### config.mk
export PLATFORM = sky130hd
export DESIGN_NAME = cpu_clock_ctrl_flat
export DESIGN_NICKNAME = d
export VERILOG_FILES = /design/src/rtl/cpu_clock_ctrl_if.sv /design/src/rtl/cpu_clock_ctrl.sv /design/src/flat_wrapper.sv
export SDC_FILE = /design/constraint.sdc
export NUM_CORES = 1
export LEC_CHECK = 0
export ABC_AREA = 1
export BUFFER_PORTS_ARGS = -buffer_cell sky130_fd_sc_hd__buf_2
export CAP_MARGIN = 20
export CELL_PAD_IN_SITES_DETAIL_PLACEMENT = 1
export CELL_PAD_IN_SITES_GLOBAL_PLACEMENT = 1
export CORE_ASPECT_RATIO = 2
export CORE_MARGIN = 10
export CORE_UTILIZATION = 43
export DETAILED_ROUTE_END_ITERATION = 7
export GPL_TIMING_DRIVEN = 0
export PLACE_DENSITY_LB_ADDON = 0.2
export SLEW_MARGIN = 15
export SYNTH_ARGS = -nofsm -noshare
export SYNTH_HDL_FRONTEND = slang
export SYNTH_SLANG_ARGS = --single-unit
export TNS_END_PERCENT = 50
### constraint.sdc
create_clock -name clk_100MHz -period 4.99 [get_ports clk_100MHz]
set_clock_uncertainty 0.15 [all_clocks]
set_input_delay 0.2495 -clock clk_100MHz [delete_from_list [all_inputs] [get_ports clk_100MHz]]
set_output_delay 0.2495 -clock clk_100MHz [all_outputs]
set_load 0.01 [all_outputs]
### src/rtl/cpu_clock_ctrl_if.sv
// Signal bundle between the board-side inputs, the CPU and cpu_clock_ctrl.
// Handshake: cpu_ce is a one-cycle strobe with no ready/back-pressure; the
// CPU advances exactly once on every rising clk_100MHz edge where cpu_ce is
// high. halt is a level the CPU holds for as long as it wants enables to stop.
interface cpu_clock_ctrl_if;
  logic        run_sw;
  logic        step_btn;
  logic        halt;
  logic        cpu_ce;
  logic [31:0] ce_count;
  logic [1:0]  state;
  logic        running;

  modport master (
    input  run_sw, step_btn, halt,
    output cpu_ce, ce_count, state, running
  );

  modport slave (
    output run_sw, step_btn, halt,
    input  cpu_ce, ce_count, state, running
  );
endinterface

### src/rtl/cpu_clock_ctrl.sv
// CPU clock-enable controller: free-run divider or debounced single-step,
// gated by the CPU's halt level. Produces a one-cycle cpu_ce strobe only.
// Optional feature: define STEP_DEBOUNCE_EN to build the step-button
// debouncer; without it the synchronized button feeds edge detection directly.
module cpu_clock_ctrl #(
  parameter int unsigned DIV       = 2,
  parameter int unsigned DB_CYCLES = 1000000
) (
  input logic             clk_100MHz,
  input logic             reset,
  cpu_clock_ctrl_if.master bus
);

  typedef enum logic [1:0] {
    IDLE   = 2'b00,
    RUN    = 2'b01,
    STEP   = 2'b10,
    HALTED = 2'b11
  } state_t;

  localparam int unsigned DIV_W = (DIV > 1) ? $clog2(DIV) : 1;

  // Elaboration-time guard on the legal parameter ranges.
  if (DIV < 1) begin : g_div_check
    $error("cpu_clock_ctrl: DIV must be >= 1");
  end
  if (DB_CYCLES < 1) begin : g_db_check
    $error("cpu_clock_ctrl: DB_CYCLES must be >= 1");
  end

  state_t             state_q, state_d;
  logic               run_meta, run_s;
  logic               step_meta, step_s;
  logic               db, db_d, step_req;
  logic [DIV_W-1:0]   div_q;
  logic               div_due;
  logic               ce_d, cpu_ce_q;
  logic [31:0]        ce_count_q;

  // Two-flop synchronizers for the asynchronous switch and button.
  always_ff @(posedge clk_100MHz or posedge reset) begin
    if (reset) begin
      run_meta  <= 1'b0;
      run_s     <= 1'b0;
      step_meta <= 1'b0;
      step_s    <= 1'b0;
    end else begin
      run_meta  <= bus.run_sw;
      run_s     <= run_meta;
      step_meta <= bus.step_btn;
      step_s    <= step_meta;
    end
  end

`ifdef STEP_DEBOUNCE_EN
  localparam int unsigned DB_W = (DB_CYCLES > 1) ? $clog2(DB_CYCLES) : 1;
  logic [DB_W-1:0] db_cnt;

  // Accept a new button level only after it has differed from db for DB_CYCLES clocks.
  always_ff @(posedge clk_100MHz or posedge reset) begin
    if (reset) begin
      db     <= 1'b0;
      db_cnt <= '0;
    end else if (step_s == db) begin
      db_cnt <= '0;
    end else if (db_cnt == DB_W'(DB_CYCLES - 1)) begin
      db     <= step_s;
      db_cnt <= '0;
    end else begin
      db_cnt <= db_cnt + 1'b1;
    end
  end
`else
  assign db = step_s;
`endif

  // Register a one-cycle step request on each rising edge of the debounced button.
  always_ff @(posedge clk_100MHz or posedge reset) begin
    if (reset) begin
      db_d     <= 1'b0;
      step_req <= 1'b0;
    end else begin
      db_d     <= db;
      step_req <= db & ~db_d;
    end
  end

  assign div_due = (div_q == DIV_W'(DIV - 1));

  // Next-state and enable decode; halt wins over both a due pulse and run_s dropping.
  always_comb begin
    state_d = state_q;
    ce_d    = 1'b0;
    case (state_q)
      IDLE: begin
        if (run_s) begin
          state_d = RUN;
        end else if (step_req && !bus.halt) begin
          state_d = STEP;
          ce_d    = 1'b1;
        end
      end
      RUN: begin
        if (bus.halt) begin
          state_d = HALTED;
        end else begin
          ce_d = div_due;
          if (!run_s) state_d = IDLE;
        end
      end
      STEP:    state_d = IDLE;
      HALTED:  if (!run_s) state_d = IDLE;
      default: state_d = IDLE;
    endcase
  end

  // State, enable and pulse-count registers; ce_count moves on the same edge as cpu_ce.
  always_ff @(posedge clk_100MHz or posedge reset) begin
    if (reset) begin
      state_q    <= IDLE;
      cpu_ce_q   <= 1'b0;
      ce_count_q <= '0;
    end else begin
      state_q    <= state_d;
      cpu_ce_q   <= ce_d;
      ce_count_q <= ce_count_q + {31'd0, ce_d};
    end
  end

  // Free-run divider: cleared on RUN entry, counts only in RUN without halt.
  always_ff @(posedge clk_100MHz or posedge reset) begin
    if (reset) begin
      div_q <= '0;
    end else if (state_q != RUN && state_d == RUN) begin
      div_q <= '0;
    end else if (state_q == RUN && !bus.halt) begin
      div_q <= div_due ? '0 : div_q + 1'b1;
    end
  end

  assign bus.cpu_ce   = cpu_ce_q;
  assign bus.ce_count = ce_count_q;
  assign bus.state    = state_q;
  assign bus.running  = (state_q == RUN);

endmodule

### src/flat_wrapper.sv
// flat-port wrapper written by rule: the top's interface ports become plain ports
module cpu_clock_ctrl_flat 
#(
  parameter int unsigned DIV       = 2,
  parameter int unsigned DB_CYCLES = 1000000
)
  (clk_100MHz, reset, bus_run_sw, bus_step_btn, bus_halt, bus_cpu_ce, bus_ce_count, bus_state, bus_running);
  cpu_clock_ctrl_if bus_i ();
  input logic clk_100MHz;
  input logic reset;
  input wire logic [$bits(bus_i.run_sw)-1:0] bus_run_sw;
  input wire logic [$bits(bus_i.step_btn)-1:0] bus_step_btn;
  input wire logic [$bits(bus_i.halt)-1:0] bus_halt;
  output wire logic [$bits(bus_i.cpu_ce)-1:0] bus_cpu_ce;
  output wire logic [$bits(bus_i.ce_count)-1:0] bus_ce_count;
  output wire logic [$bits(bus_i.state)-1:0] bus_state;
  output wire logic [$bits(bus_i.running)-1:0] bus_running;
  assign bus_i.run_sw = bus_run_sw;
  assign bus_i.step_btn = bus_step_btn;
  assign bus_i.halt = bus_halt;
  assign bus_cpu_ce = bus_i.cpu_ce;
  assign bus_ce_count = bus_i.ce_count;
  assign bus_state = bus_i.state;
  assign bus_running = bus_i.running;
  cpu_clock_ctrl #(.DIV(DIV), .DB_CYCLES(DB_CYCLES)) u_core (.clk_100MHz(clk_100MHz), .reset(reset), .bus(bus_i));
endmodule
==> qor.csv <==
metric;value;unit
async_reset_ff_share;100;%
layout_commonest_cell;nand2_1;
hold_path.startpoint;bus_halt;
synthDistinctLibCells;20;
grt_remaining_overflow;0;
worstPathMaxFanout;5;
netlist_area;2120;um^2
peakVddDrop;0.261;mV
htree_levels;2;
synth_enable_flop_cells;0;
holdPathStages;4;
drc;0;
clock_sinks;42;
reg2reg_from;u_core.bus.state[1];
syn_inst;263;
drive_above_1_share;20.6;%
port_buffers;40;
dieArea;8300;um^2
ys_seq_area_share;49.6;%
crit_path_end_kind;flop;
holdPathEnd;u_core.bus.state[1];
die_w;69.6;um
clk_latency;310;ps
powerDensity;307;nW/um^2
ant_nets;0;
maxSlewHeadroom;72.6;%
status;completed;
cts_tree;done;
syn_to_final_growth;20.4;%
fin_crit_sh;50.7;%
ys_ff_latch;42;
grt_pass1_vias;1986;
max_freq;395;MHz
antennaDiodeCount;0;
first_pass_iters;4;
grt_pass1_wl;9350;um
drt_iter0_drc;45;
setup_viol;0;
rsz0062_at_grt;false;
critical_path_class;flop to flop;
antenna_found_initial;0;
grt_max_degree;27;
numCtsBuffers;5;
start_util;43.9;%
io_pins;41;
clk_pin_slew;80;ps
final_nets;322;
core_region_area;4820;um^2
arrival;2580;ps
avgSynthCellArea;8.05;um^2
syn_nets;271;
rows;36;
wl_per_cell;14.8;um
setup-tns-final;0;ps
rrSetupSlack;2460;ps
slew_viol_final;0;
yosys_most_used_dff;dfrtp_1;
place_congestion;0.802;
die_y;119;um
crit_required;5040;ps
p_leak;1.32;nW
final_hold_viol_count;0;
hold_path.class;primary input to flop;
fin_crit;2530;ps
routed_via_density;4.87;
cts_root_buf;clkbuf_8;
detailed_place_hpwl;4580;um
worst_pin_slew;407;ps
synth_warnings;0;
grtUsageTotal;13.9;%
maxCapViolations;0;
cts.path.max_buffers;2;
hold_slack;149;ps
r2r-end;u_core.bus.ce_count[30];
reg2reg_depth;12;
cp-start-kind;flop;
vias;1810;
totalWireLength;5500;um
postCtsSetupBuffers;0;
final_cell_mix;nand2_1, nor2_1, dfrtp_1, buf_2, inv_1;
startpoint;u_core.bus.state[1];
## through the flow
| step | cell area, um^2 | total power, mW | instances | utilization [%] | worst slack, ps |
|---|---|---|---|---|---|
| 2_1_floorplan | 2120 | 0.469 | 263 | - | 2700 |
| 3_3_place_gp | 2390 | 0.512 | 360 | 49.6 | 2540 |
| 3_5_place_dp | 2410 | 0.523 | 361 | 50.0 | 2420 |
| 4_1_cts | 2550 | 0.796 | 372 | 52.9 | 2400 |
| 5_1_grt | 2550 | 0.829 | 372 | 52.9 | 2150 |
| 6_report | 2550 | 0.783 | 372 | 52.9 | 2460 |
## worst max-delay path, cell delays in order (launching register included)
cell     delay [ps]
dfrtp_1         420
nor2_1          140
nand2_1         100
o21ai_0         360
ha_1            240
ha_1            210
nand2_1          90
nor2_2          200
nand2_2         120
nor2_4          190
nand2_1          80
nand2_1          60
nand2_1          50
## cell usage after synthesis, drive strengths merged (2+ instances only)
master | n | share of area [%]
nor2 | 53 | 12
ha | 3 | 1.8
nand3 | 9 | 2.1
dfrtp | 42 | 50
nand2 | 100 | 19
o21ai | 2 | 0.47
inv | 28 | 5.0
nand3b | 7 | 2.5
xnor2 | 6 | 2.5
xor2 | 9 | 4.1
## per-layer routing
layer	GRT usage [%]	vias up	wire, um
met5	0	-	0
met4	6.58	0	152
met3	4.99	11	345
met2	26.1	39	3040
met1	12.7	865	1960
li1	-	895	-
## power breakdown
group / internal [mW] / total, mW / switching [mW]
logic: 0.0460 / 0.115 / 0.0695
clock network: 0.149 / 0.270 / 0.121
registers: 0.371 / 0.397 / 0.0261
total: 0.566 / 0.783 / 0.217
## area by class of cell
class	count	area, um^2
flip-flops and latches	42	1050
multi-input cells	193	961
clock inverters	2	37.5
fillers	628	2270
clock buffers	6	72.6
repair buffers	44	250
inverters	28	105
well taps	57	71.3
## state kept, by name, summed over array words and instances (netlist names)
| register | count |
|---|---|
| u_core.bus.cpu_ce | 1 |
| u_core.bus.ce_count | 32 |
| u_core.step_meta | 1 |
| u_core.run_s | 1 |
| u_core.db | 1 |
| u_core.db_d | 1 |
| u_core.step_req | 1 |
| u_core.run_meta | 1 |
| u_core.div_due | 1 |
| u_core.bus.state | 2 |
## cells by family (layout without fill, tap and decap cells)
kind of cell               after synthesis  in the layout  synth area share, %
buffers and inverters                   28             80                 4.96
xor gates and xnor gates                15             15                 6.56
and+or+nand+nor                        172            172                 36.2
DFF                                     42             42                 49.6
adders and majority gates                3              3                 1.77
AOI/OAI and AO/OA                        3              3                0.828
## worst max-delay path by stage
stage	cells past startpoint	slack, ps	end
after floorplan	13	2700	u_core.bus.ce_count[30]
after global placement	12	2540	u_core.bus.ce_count[30]
after detailed placement	13	2420	u_core.bus.ce_count[30]
after CTS	12	2400	u_core.bus.ce_count[30]
after global routing	13	2150	u_core.bus.ce_count[22]
final	12	2460	u_core.bus.ce_count[30]
## repair_timing
action,CTS,global route
resized for setup,0,0
hold endpoints to repair,18,0
hold buffers,3,0
setup endpoints to repair,0,0
Power figures use the tool's default switching activity.
